$ cat config.mk
export PLATFORM = sky130hd
export DESIGN_NAME = tea_ptxt_packer
export DESIGN_NICKNAME = d
export VERILOG_FILES = /design/src/rtl/tea_ptxt_packer.sv
export SDC_FILE = /design/constraint.sdc
export NUM_CORES = 1
export LEC_CHECK = 0
export ABC_AREA = 1
export BUFFER_PORTS_ARGS = -buffer_cell sky130_fd_sc_hd__buf_2
export CELL_PAD_IN_SITES_DETAIL_PLACEMENT = 0
export CELL_PAD_IN_SITES_GLOBAL_PLACEMENT = 2
export CORE_MARGIN = 8
export CORE_UTILIZATION = 30
export DETAILED_ROUTE_END_ITERATION = 6
export HOLD_SLACK_MARGIN = 0.05
export PLACE_DENSITY = 0.82
export SLEW_MARGIN = 10
export SYNTH_ARGS = -nofsm -noshare
export SYNTH_HDL_FRONTEND = slang
export SYNTH_SLANG_ARGS = --single-unit
$ cat constraint.sdc
create_clock -name clk -period 2.15 [get_ports clk]
set_input_delay 0.215 -clock clk [delete_from_list [all_inputs] [get_ports clk]]
set_output_delay 0.215 -clock clk [all_outputs]
set_load 0.02 [all_outputs]
$ cat src/rtl/tea_ptxt_packer.sv
// Byte-stream to 64-bit TEA plaintext packer with PKCS#7 or zero padding.
// Issues one block at a time and waits for the core's ctxt_ready between blocks.
module tea_ptxt_packer #(
    parameter bit          PAD_EN = 1'b1,
    parameter int unsigned CNT_W  = 16
) (
    input  logic             clk,
    input  logic             rst_n,
    input  logic [127:0]     key_in,
    input  logic             key_load,
    input  logic [7:0]       din,
    input  logic             din_valid,
    input  logic             din_last,
    output logic             din_ready,
    output logic [63:0]      ptxt,
    output logic [127:0]     key,
    output logic             ptxt_valid,
    output logic             key_valid,
    input  logic             ctxt_ready,
    output logic             busy,
    output logic             msg_done,
    output logic [CNT_W-1:0] blk_count
);

    typedef enum logic [2:0] {NOKEY, FILL, PAD, ISSUE, WAIT} state_t;

    state_t      state, state_d;
    logic [63:0] asm_q, asm_d;
    logic [3:0]  byte_cnt, byte_cnt_d;
    logic        pad_pend, pad_pend_d;
    logic        last_blk, last_blk_d;
    logic        done_d;
    logic        key_we;
    logic        xfer;
    logic [7:0]  pad_byte;

    assign din_ready  = (state == FILL);
    assign ptxt_valid = (state == ISSUE);
    assign key_valid  = (state == ISSUE);
    assign busy       = (state == PAD) || (state == ISSUE) || (state == WAIT);
    assign xfer       = din_valid && (state == FILL);
    assign pad_byte   = PAD_EN ? (8'd8 - {4'd0, byte_cnt}) : 8'h00;

    always_comb begin
        state_d    = state;
        asm_d      = asm_q;
        byte_cnt_d = byte_cnt;
        pad_pend_d = pad_pend;
        last_blk_d = last_blk;
        done_d     = 1'b0;
        key_we     = 1'b0;
        unique case (state)
            NOKEY: begin
                if (key_load) begin
                    key_we  = 1'b1;
                    state_d = FILL;
                end
            end
            FILL: begin
                key_we = key_load && (byte_cnt == 4'd0);
                if (xfer) begin
                    for (int unsigned i = 0; i < 8; i++) begin
                        if (32'(byte_cnt) == i) asm_d[8*(7-i) +: 8] = din;
                    end
                    byte_cnt_d = byte_cnt + 4'd1;
                    if (byte_cnt == 4'd7) begin
                        // A full final block under PKCS#7 still owes a whole pad block.
                        state_d    = ISSUE;
                        pad_pend_d = din_last && PAD_EN;
                        last_blk_d = din_last && !PAD_EN;
                    end else if (din_last) begin
                        state_d    = PAD;
                        last_blk_d = 1'b1;
                    end
                end
            end
            PAD: begin
                for (int unsigned i = 0; i < 8; i++) begin
                    if (pad_pend) asm_d[8*(7-i) +: 8] = 8'h08;
                    else if (32'(byte_cnt) <= i) asm_d[8*(7-i) +: 8] = pad_byte;
                end
                if (pad_pend) last_blk_d = 1'b1;
                pad_pend_d = 1'b0;
                state_d    = ISSUE;
            end
            ISSUE: state_d = WAIT;
            WAIT: begin
                if (ctxt_ready) begin
                    byte_cnt_d = 4'd0;
                    if (pad_pend) begin
                        state_d = PAD;
                    end else begin
                        done_d     = last_blk;
                        last_blk_d = 1'b0;
                        state_d    = FILL;
                    end
                end
            end
            default: state_d = NOKEY;
        endcase
    end

    // ptxt is a separate copy of the assembly buffer so it stays stable until the next ISSUE.
    always_ff @(posedge clk or negedge rst_n) begin
        if (!rst_n) begin
            state     <= NOKEY;
            asm_q     <= '0;
            byte_cnt  <= '0;
            pad_pend  <= 1'b0;
            last_blk  <= 1'b0;
            msg_done  <= 1'b0;
            ptxt      <= '0;
            key       <= '0;
            blk_count <= '0;
        end else begin
            state    <= state_d;
            asm_q    <= asm_d;
            byte_cnt <= byte_cnt_d;
            pad_pend <= pad_pend_d;
            last_blk <= last_blk_d;
            msg_done <= done_d;
            if (key_we) key <= key_in;
            if (state_d == ISSUE) ptxt <= asm_d;
            if (state == ISSUE) blk_count <= blk_count + CNT_W'(1);
        end
    end

endmodule

-- Word-level counts from Yosys, hierarchy flattened
Cells that the tools add are included.
- logic and storage cells: 101
- output and inout port bits: 213
- input port bits: 142
- register bits after elaboration: 282
- reduce and logical (&&, ||, !) cells: 12
- $lt $le $gt $ge: 8
- add/sub/neg operators: 3
- muxes and demuxes: 51
- eq/ne operators: 18
- operators with widths (cell ; number):
    two-way mux 8 bit ; 24
    one-hot mux 64 bit (2 select lines) ; 1
    two-way mux 64 bit ; 1
    adder 16 x 1 -> 16 bit (second input constant) ; 1
    == test 4 x 3 -> 1 bit (second input constant) ; 4
    <= comparator 4 x 3 -> 1 bit (second input constant) ; 4
    two-way mux 3 bit ; 5
    one-hot mux 3 bit (5 select lines) ; 1
    two-way mux 1 bit ; 12
    == test 3 x 2 -> 1 bit (second input constant) ; 3
    == test 4 x 2 -> 1 bit (second input constant) ; 2
    <= comparator 4 x 1 -> 1 bit (second input constant) ; 2
    <= comparator 4 x 2 -> 1 bit (second input constant) ; 2
    two-way mux 4 bit ; 2
    one-hot mux 4 bit (2 select lines) ; 1
    inequality test 2 bit (second input constant) ; 3
    AND reduction 3 bit ; 2
    AND reduction 6 bit ; 1
    subtractor 4 x 4 -> 5 bit (first input constant) ; 1
    adder 4 x 1 -> 4 bit (second input constant) ; 1
    == test 4 x 1 -> 1 bit (second input constant) ; 1
    logical NOT 4 bit ; 1
    inequality test 2 x 1 -> 1 bit (second input constant) ; 2
    one-hot mux 1 bit (2 select lines) ; 2
    other kinds (10) ; 13

-- Depth between registers and ports, before layout
Gate-level depths: netlist of the first run.
- depth in word-level cells: 5
- gate-level depth with buffers: 13

-- Worst setup path after synthesis of the first run
Ideal clock, no wire load.
- path kind: register -> register
- start: reg byte_cnt[0]
- end: reg key[62]
- period minus slack after synthesis: 1.730 ns
- stages on the path, launching flop included: 10
- arrival: 1.647 ns
- data required time: 2.067 ns
- setup time: 0.083 ns
- setup slack: 0.420 ns
- path through: dfrtp_1 -> inv_1 -> ha_1 -> nand2_2 -> inv_2 -> o211ai_2 -> buf_2 -> buf_2 -> nand2_1 -> o21ai_0
- cells in the longest elaborated chain, start to end: 3
- ends and longest elaborated chain (what ; line ; RTL):
    start: declaration ; 29 ; logic [3:0] byte_cnt, byte_cnt_d;
    start signal: assignment ; 118 ; byte_cnt <= byte_cnt_d;
    logical NOT 4 bit ; 60 ; key_we = key_load && (byte_cnt == 4'd0);
    logical AND 1 bit ; 60 ;
    one-hot mux 1 bit (2 select lines) ; 52 ; unique case (state)
    end signal: assignment ; 122 ; if (key_we) key <= key_in;
    end: declaration ; 16 ; output logic [127:0] key,
No other way between the ends.
A chain may end at the register's enable or synchronous reset.

-- Final worst setup path of the first run
- start: reg state[2]
- end: out din_ready
- cells in the longest elaborated chain, start to end: 1
- ends and longest elaborated chain (what ; line ; RTL):
    start: declaration ; 27 ; state_t state, state_d;
    start signal: assignment ; 116 ; state <= state_d;
    == test 3 x 1 -> 1 bit ; 37 ; assign din_ready = (state == FILL);
    end: declaration ; 14 ; output logic din_ready,
No other way between the ends.

==> results of run 1 <==
[stage by stage]
| stage | util (%) | power (W) |
|---|---|---|
| global placement | 36.9 | 0.0213 |
| detailed placement | 36.9 | 0.0214 |
| global route | 43.3 | 0.0297 |
| floorplan | - | 0.0164 |
| CTS | 43.1 | 0.0279 |
| finish | 43.3 | 0.0277 |
[registers in the layout, indices dropped and copies added, names as in the netlist]
| register | cells |
|---|---|
| msg_done | 1 |
| ptxt | 64 |
| last_blk | 1 |
| state | 3 |
| blk_count | 16 |
| byte_cnt | 4 |
| asm_q | 64 |
| pad_pend | 1 |
| key | 128 |
[cell usage in the layout (no fill, tap or decap), types with 6 or more instances in the layout]
cell / count
xor2_1: 9
dlygate4sd3_1: 132
clkbuf_8: 10
inv_1: 189
buf_2: 353
dfrtp_1: 281
or2_2: 14
nor2_1: 57
buf_12: 7
and2_1: 8
inv_2: 9
clkbuf_16: 38
o211ai_1: 8
nand2_2: 7
nand3_1: 69
ha_1: 6
clkbuf_1: 10
o21ai_1: 14
nor2_2: 6
o21ai_0: 145
nand2_1: 562
nand4_1: 10
buf_4: 51
[layer usage]
layer	up-vias	global-route usage, %
met4	0	5.63
met1	5364	22.4
li1	5651	-
met2	333	30.7
met3	58	4.94
met5	-	0
[area by class of cell]
type | count | area [um^2] | area share, %
clock buffers | 56 | 1080 | 6.09
well taps | 532 | 666 | 3.77
flip-flops and latches | 282 | 7060 | 39.9
multi-input cells | 953 | 4290 | 24.3
clock inverters | 8 | 135 | 0.765
inverters | 199 | 747 | 4.23
repair buffers | 547 | 3690 | 20.9
diodes | 3 | 7.51 | 0.0425
[timing repair]
action | CTS | global route
endpoints found under the hold margin | 270 | 0
setup endpoints to repair | 0 | 97
gates resized for setup | 0 | 4
hold buffers | 132 | 0
buffers inserted | 0 | 1
[cell families after synthesis]
| group | share of synthesized area (%) |
|---|---|
| AND/OR/NAND/NOR | 24.8 |
| flip-flops | 56.9 |
| buffers and inverters | 8.63 |
| AO/OA/AOI/OAI | 8.11 |
| XOR/XNOR | 0.988 |
| adder cells (fa/ha/maj) | 0.605 |
[where the power goes]
part | switching, W | internal [W]
Combinational | 0.00876 | 0.00418
Clock | 0.00238 | 0.00380
Sequential | 0.00120 | 0.00737
[worst max path at each step]
| stage | from | to | slack, ns | depth (start not counted) |
|---|---|---|---|---|
| final | state[2]$_DFF_PN0_ | din_ready | 0.13 | 4 |
| after detailed placement | byte_cnt[1]$_DFFE_PN0P_ | key[118]$_DFFE_PN0P_ | 0.06 | 8 |
| after global routing | state[2]$_DFF_PN0_ | ptxt[4]$_DFFE_PN0N_ | 0.02 | 10 |
| after CTS | byte_cnt[1]$_DFFE_PN0P_ | key[64]$_DFFE_PN0P_ | 0.05 | 8 |
| after global placement | byte_cnt[3]$_DFFE_PN0P_ | ptxt[34]$_DFFE_PN0N_ | 0.10 | 8 |
| after floorplan | byte_cnt[0]$_DFFE_PN0P_ | key[62]$_DFFE_PN0P_ | 0.42 | 9 |
[worst max-delay path, delay by kind of cell (launching register included)]
family        cells  cell delay, ns
buf+inv           2            0.52
flops             1            0.44
simple gates      2            0.33
==> flow_summary.yaml, run 1 <==
outcome:
  status: "finished clean"
global_route:
  grt_pass1_wl_um: 69100
  grt_overflow: 0
  track_usage_pct: 18.2
  grt_pass1_vias: 11900
  grt_max_degree: 76
  antenna_found_initial: 3
route:
  dr.first_iter.drc_count: 725
  met2_length_um: 21900
  wl_met1_um: 19000
  drcViolationCount: 0
  drt-total-wl_um: 44900
  detailroute.wirelength.met3_um: 2860
  ant_nets: 0
  vias_per_cell: 4.42
  drtPass1Iterations: 7
  wl_per_cell_um: 17.4
  vias: 11400
  highest_layer: "met4"
worst_setup_path:
  reg2reg_depth: 10
  r2r_start: "state[2]$_DFF_PN0_"
  r2r_slack_ns: 0.15
  r2r_end: "ptxt[7]$_DFFE_PN0N_"
  required_ns: 1.93
  crit_fanout: 14
  critPathSlowestCell: "dfrtp_1"
  cpPeakStageDelay_ns: 0.44
  path_class: "register to primary output"
  worst_setup_path_end_kind: "primary output"
  crit_chain: "nor2_4, nand2_4, inv_2, buf_2"
  arrival_ns: 1.81
  start_kind: "register"
synth:
  synth.distinct_cells: 37
  synth_top_cell_by_area: "dfrtp_1"
  synth_seq_area_share_pct: 56.9
  synth-edff-count: 0
  ys.warnings.count: 0
  synthArstFlopShare_pct: 100
  synth-seq-cells: 282
  syn_nets: 1638
  synthCells: 1490
  syn_avg_cell_area_um2: 8.33
  synth.most_common_cell: "nand2_1"
  syn-cell-area_mm2: 0.0124
  synth_top_area_share_pct: 56.9
  synthFlopType: "dfrtp_1"
  synth.area.top_cells: "dfrtp_1, nand2_1, o21ai_0"
  synthTopCellsByCount: "nand2_1, dfrtp_1, inv_1, o21ai_0, nand3_1"
floorplanning:
  core_area_mm2: 0.0408
  die_w_um: 219
  start_util_pct: 30.4
  chipHeight_um: 219
  row_count: 74
  pin_count: 355
  die_area_mm2: 0.0481
pwr:
  power.leakage_nw: 9.96
  ir_drop_v: 0.000805
  power_density_mw_per_mm2: 1570
cells_and_area:
  fin_nets: 2166
  layout-drive-gt1-share_pct: 25.4
  synthToLayoutAreaGrowth_pct: 42.4
  fillers: 4065
  layout.cells.non_filler: 2580
  final_cell_area_mm2: 0.0177
cts:
  clockRootBuffer: "clkbuf_16"
  path_clk_slew_ns: 0.06
  cts_tree: "done"
  cts.sink_count: 282
  insertion_delay_ns: 0.54
  clockBufferDepth: 3
  htree_levels: 2
  cts_buffers: 35
timing:
  rsz0062_at_grt: "false"
  clock_skew_ns: 0.0245
  period_share_pct: 94.0
  maxSlewViolCount: 0
  fin_crit_ns: 2.02
  timing.slew.headroom_pct: 71.5
  hold_viol: 0
  setup_ws_ns: 0.128
  hold_slack_ns: 0.0765
  clock.fmax_ghz: 0.495
  setup_tns_ns: 0
  setup_viol: 0
  worst_slew_pin_slew_ns: 0.426
hold_path:
  min_to: "asm_q[60]$_DFF_PN0_"
  worstHoldPathCells: 3
  hp-class: "input pin to register"
  hp-start: "din[4]"
placement:
  dpl_worst_slack_ns: 0.0615
  port-buffer-count: 354
  post-place-cells: 2378
  dpl_cell_area_mm2: 0.0151
  hpwlAfterDp_um: 33300
  gp_congestion: 0.895
flow_run:
  cap_violations: 0
Power figures use the tool's default switching activity.
==> inputs of run 2 (changes only) <==
Settings changed: CORE_UTILIZATION 30 to 25, PLACE_DENSITY 0.82 to 0.71.
==> flow_summary.yaml, run 2 (synthesis results as in run 1) <==
outcome:
  status: "finished clean"
cells_and_area:
  layout-drive-gt1-share_pct: 25.7
  final_cell_area_mm2: 0.0180
  fillers: 5080
  multi_input_area_mm2: 0.00431
  seqCellArea_mm2: 0.00706
  layout_commonest_cell: "nand2_1"
  top_register: "key"
  top_regs: "key (128), asm_q (64), ptxt (64)"
  final_cell_mix: "nand2_1, buf_2, dfrtp_1, inv_1, o21ai_0"
  fin_nets: 2164
  synthToLayoutAreaGrowth_pct: 44.9
  largest_reg_flops: 128
worst_setup_path:
  start_kind: "register"
  cpPeakStageDelay_ns: 0.42
  path_class: "register to primary output"
  worst_setup_path_end_kind: "primary output"
  reg2reg_depth: 9
  r2r_slack_ns: 0.12
  r2r_start: "byte_cnt[0]$_DFFE_PN0P_"
  crit_fanout: 12
  cp_num_cells: 5
  crit_buf_inv: 3
  r2r_end: "key[29]$_DFFE_PN0P_"
  critPathSlowestCell: "dfrtp_1"
  cp_top_family: "buffers and inverters"
  crit_chain: "nor2_4, nand2_4, inv_6, buf_12, buf_2"
  arrival_ns: 1.84
  required_ns: 1.93
pwr:
  power_density_mw_per_mm2: 1560
  pwr-share-seq_pct: 30.3
  power.leakage_nw: 10.0
  clkPwrFrac_pct: 22.5
  p_comb_share_pct: 47.2
  internal_power_w: 0.0155
  switching_share_pct: 44.7
  ir_drop_v: 0.000835
  p_switching_w: 0.0126
route:
  drcViolationCount: 0
  drt-total-wl_um: 48200
  ant_nets: 0
  vias_per_cell: 4.21
  dr.first_iter.drc_count: 586
  drtPass1Iterations: 5
  wl_per_cell_um: 17.8
  vias: 11400
cts:
  clockBufferDepth: 3
  insertion_delay_ns: 0.55
  cts_tree: "done"
  htree_levels: 2
  path_clk_slew_ns: 0.07
  cts_buffers: 36
  cts.sink_count: 282
  clockRootBuffer: "clkbuf_16"
placement:
  dpl_cell_area_mm2: 0.0152
  hpwlAfterDp_um: 35300
  gp_congestion: 0.856
  port-buffer-count: 354
timing:
  maxSlewViolCount: 0
  clock_skew_ns: 0.0349
  period_share_pct: 95.5
  setup_viol: 0
  timing.slew.headroom_pct: 66.8
  hold_viol: 0
  clock.fmax_ghz: 0.487
  fin_crit_ns: 2.05
  worst_slew_pin_slew_ns: 0.498
  setup_tns_ns: 0
hold_path:
  hp-class: "input pin to register"
  min_to: "asm_q[12]$_DFF_PN0_"
  worstHoldPathCells: 3
  hp-start: "din[4]"
floorplanning:
  die_w_um: 239
  pin_count: 355
  core_area_mm2: 0.0490
  chipHeight_um: 239
  row_count: 81
  die_area_mm2: 0.0570
  start_util_pct: 25.4
global_route:
  track_usage_pct: 16.6
  grt_pass1_vias: 12200
  antenna_found_initial: 6
  grt_pass1_wl_um: 73700
  grt_overflow: 0
  grt_max_degree: 71
flow_run:
  cap_violations: 0
## run 2: final cells by class
class | instances | area share, %
multi-input cells | 953 | 24.0
diodes | 5 | 0.0696
flip-flops and latches | 282 | 39.3
well taps | 664 | 4.62
inverters | 199 | 4.20
clock buffers | 56 | 6.32
repair buffers | 544 | 20.9
clock inverters | 9 | 0.640
## run 2: worst reg2reg max path, delay by kind of cell, from the launching register on
| family | cells | cell delay [ns] |
|---|---|---|
| buf+inv | 4 | 0.74 |
| flops | 1 | 0.42 |
| compound gates | 2 | 0.29 |
| fa+ha+maj | 1 | 0.26 |
| simple gates | 2 | 0.21 |
## run 2: metal layers
layer  wire [um]  track usage, %  part of all wire [%]  vias to the layer above
met3        3420            5.19                   7.1                       75
met5          29               0                 0.060                        -
li1            -               -                     -                     5650
met4        1660            6.25                   3.4                        4
met2       22300            26.9                    46                      308
met1       20800            20.4                    43                     5378
## run 2: per-stage QoR
| step | util (%) | worst slack, ns | power (W) | std cells | hold WS (ns) |
|---|---|---|---|---|---|
| after global placement | 31.0 | 0.0335 | 0.0213 | 2496 | 0.182 |
| after detailed placement | 31.0 | -0.0102 | 0.0214 | 2496 | 0.182 |
| final | 36.7 | 0.0960 | 0.0281 | 2712 | 0.0944 |
| after CTS | 36.4 | 0.00405 | 0.0283 | 2696 | 0.0549 |
| after floorplan | - | 0.420 | 0.0164 | 1490 | -0.0806 |
| after global routing | 36.7 | -0.0146 | 0.0303 | 2711 | 0.0748 |
## run 2: timing repair
| item | CTS | global route |
|---|---|---|
| hold endpoints to repair | 403 | 0 |
| endpoints found under the setup margin | 27 | 129 |
| hold buffers | 134 | 0 |
| buffers inserted | 0 | 9 |
| pin swaps | 0 | 2 |
| gates cloned | 1 | 2 |
| gates resized for setup | 3 | 10 |
## run 2: worst max path at each step
stage                                  startpoint                   end  slack, ns
after global placement    byte_cnt[0]$_DFFE_PN0P_  ptxt[63]$_DFFE_PN0N_       0.03
final                          state[1]$_DFF_PN0_             din_ready        0.1
after detailed placement  byte_cnt[0]$_DFFE_PN0P_  key[125]$_DFFE_PN0P_      -0.01
after global routing      byte_cnt[0]$_DFFE_PN0P_   key[69]$_DFFE_PN0P_      -0.01
after CTS                 byte_cnt[1]$_DFFE_PN0P_  ptxt[48]$_DFFE_PN0N_      0.004
after floorplan           byte_cnt[0]$_DFFE_PN0P_   key[62]$_DFFE_PN0P_       0.42
## run 2: power by group through the flow
stage | clock (W) | sequential (W) | combinational (W)
2_1_floorplan | 0 | 0.0103 | 0.00603
3_3_place_gp | 0 | 0.00852 | 0.0128
3_5_place_dp | 0 | 0.00856 | 0.0129
4_1_cts | 0.00657 | 0.00854 | 0.0132
5_1_grt | 0.00674 | 0.00881 | 0.0147
6_report | 0.00633 | 0.00852 | 0.0133
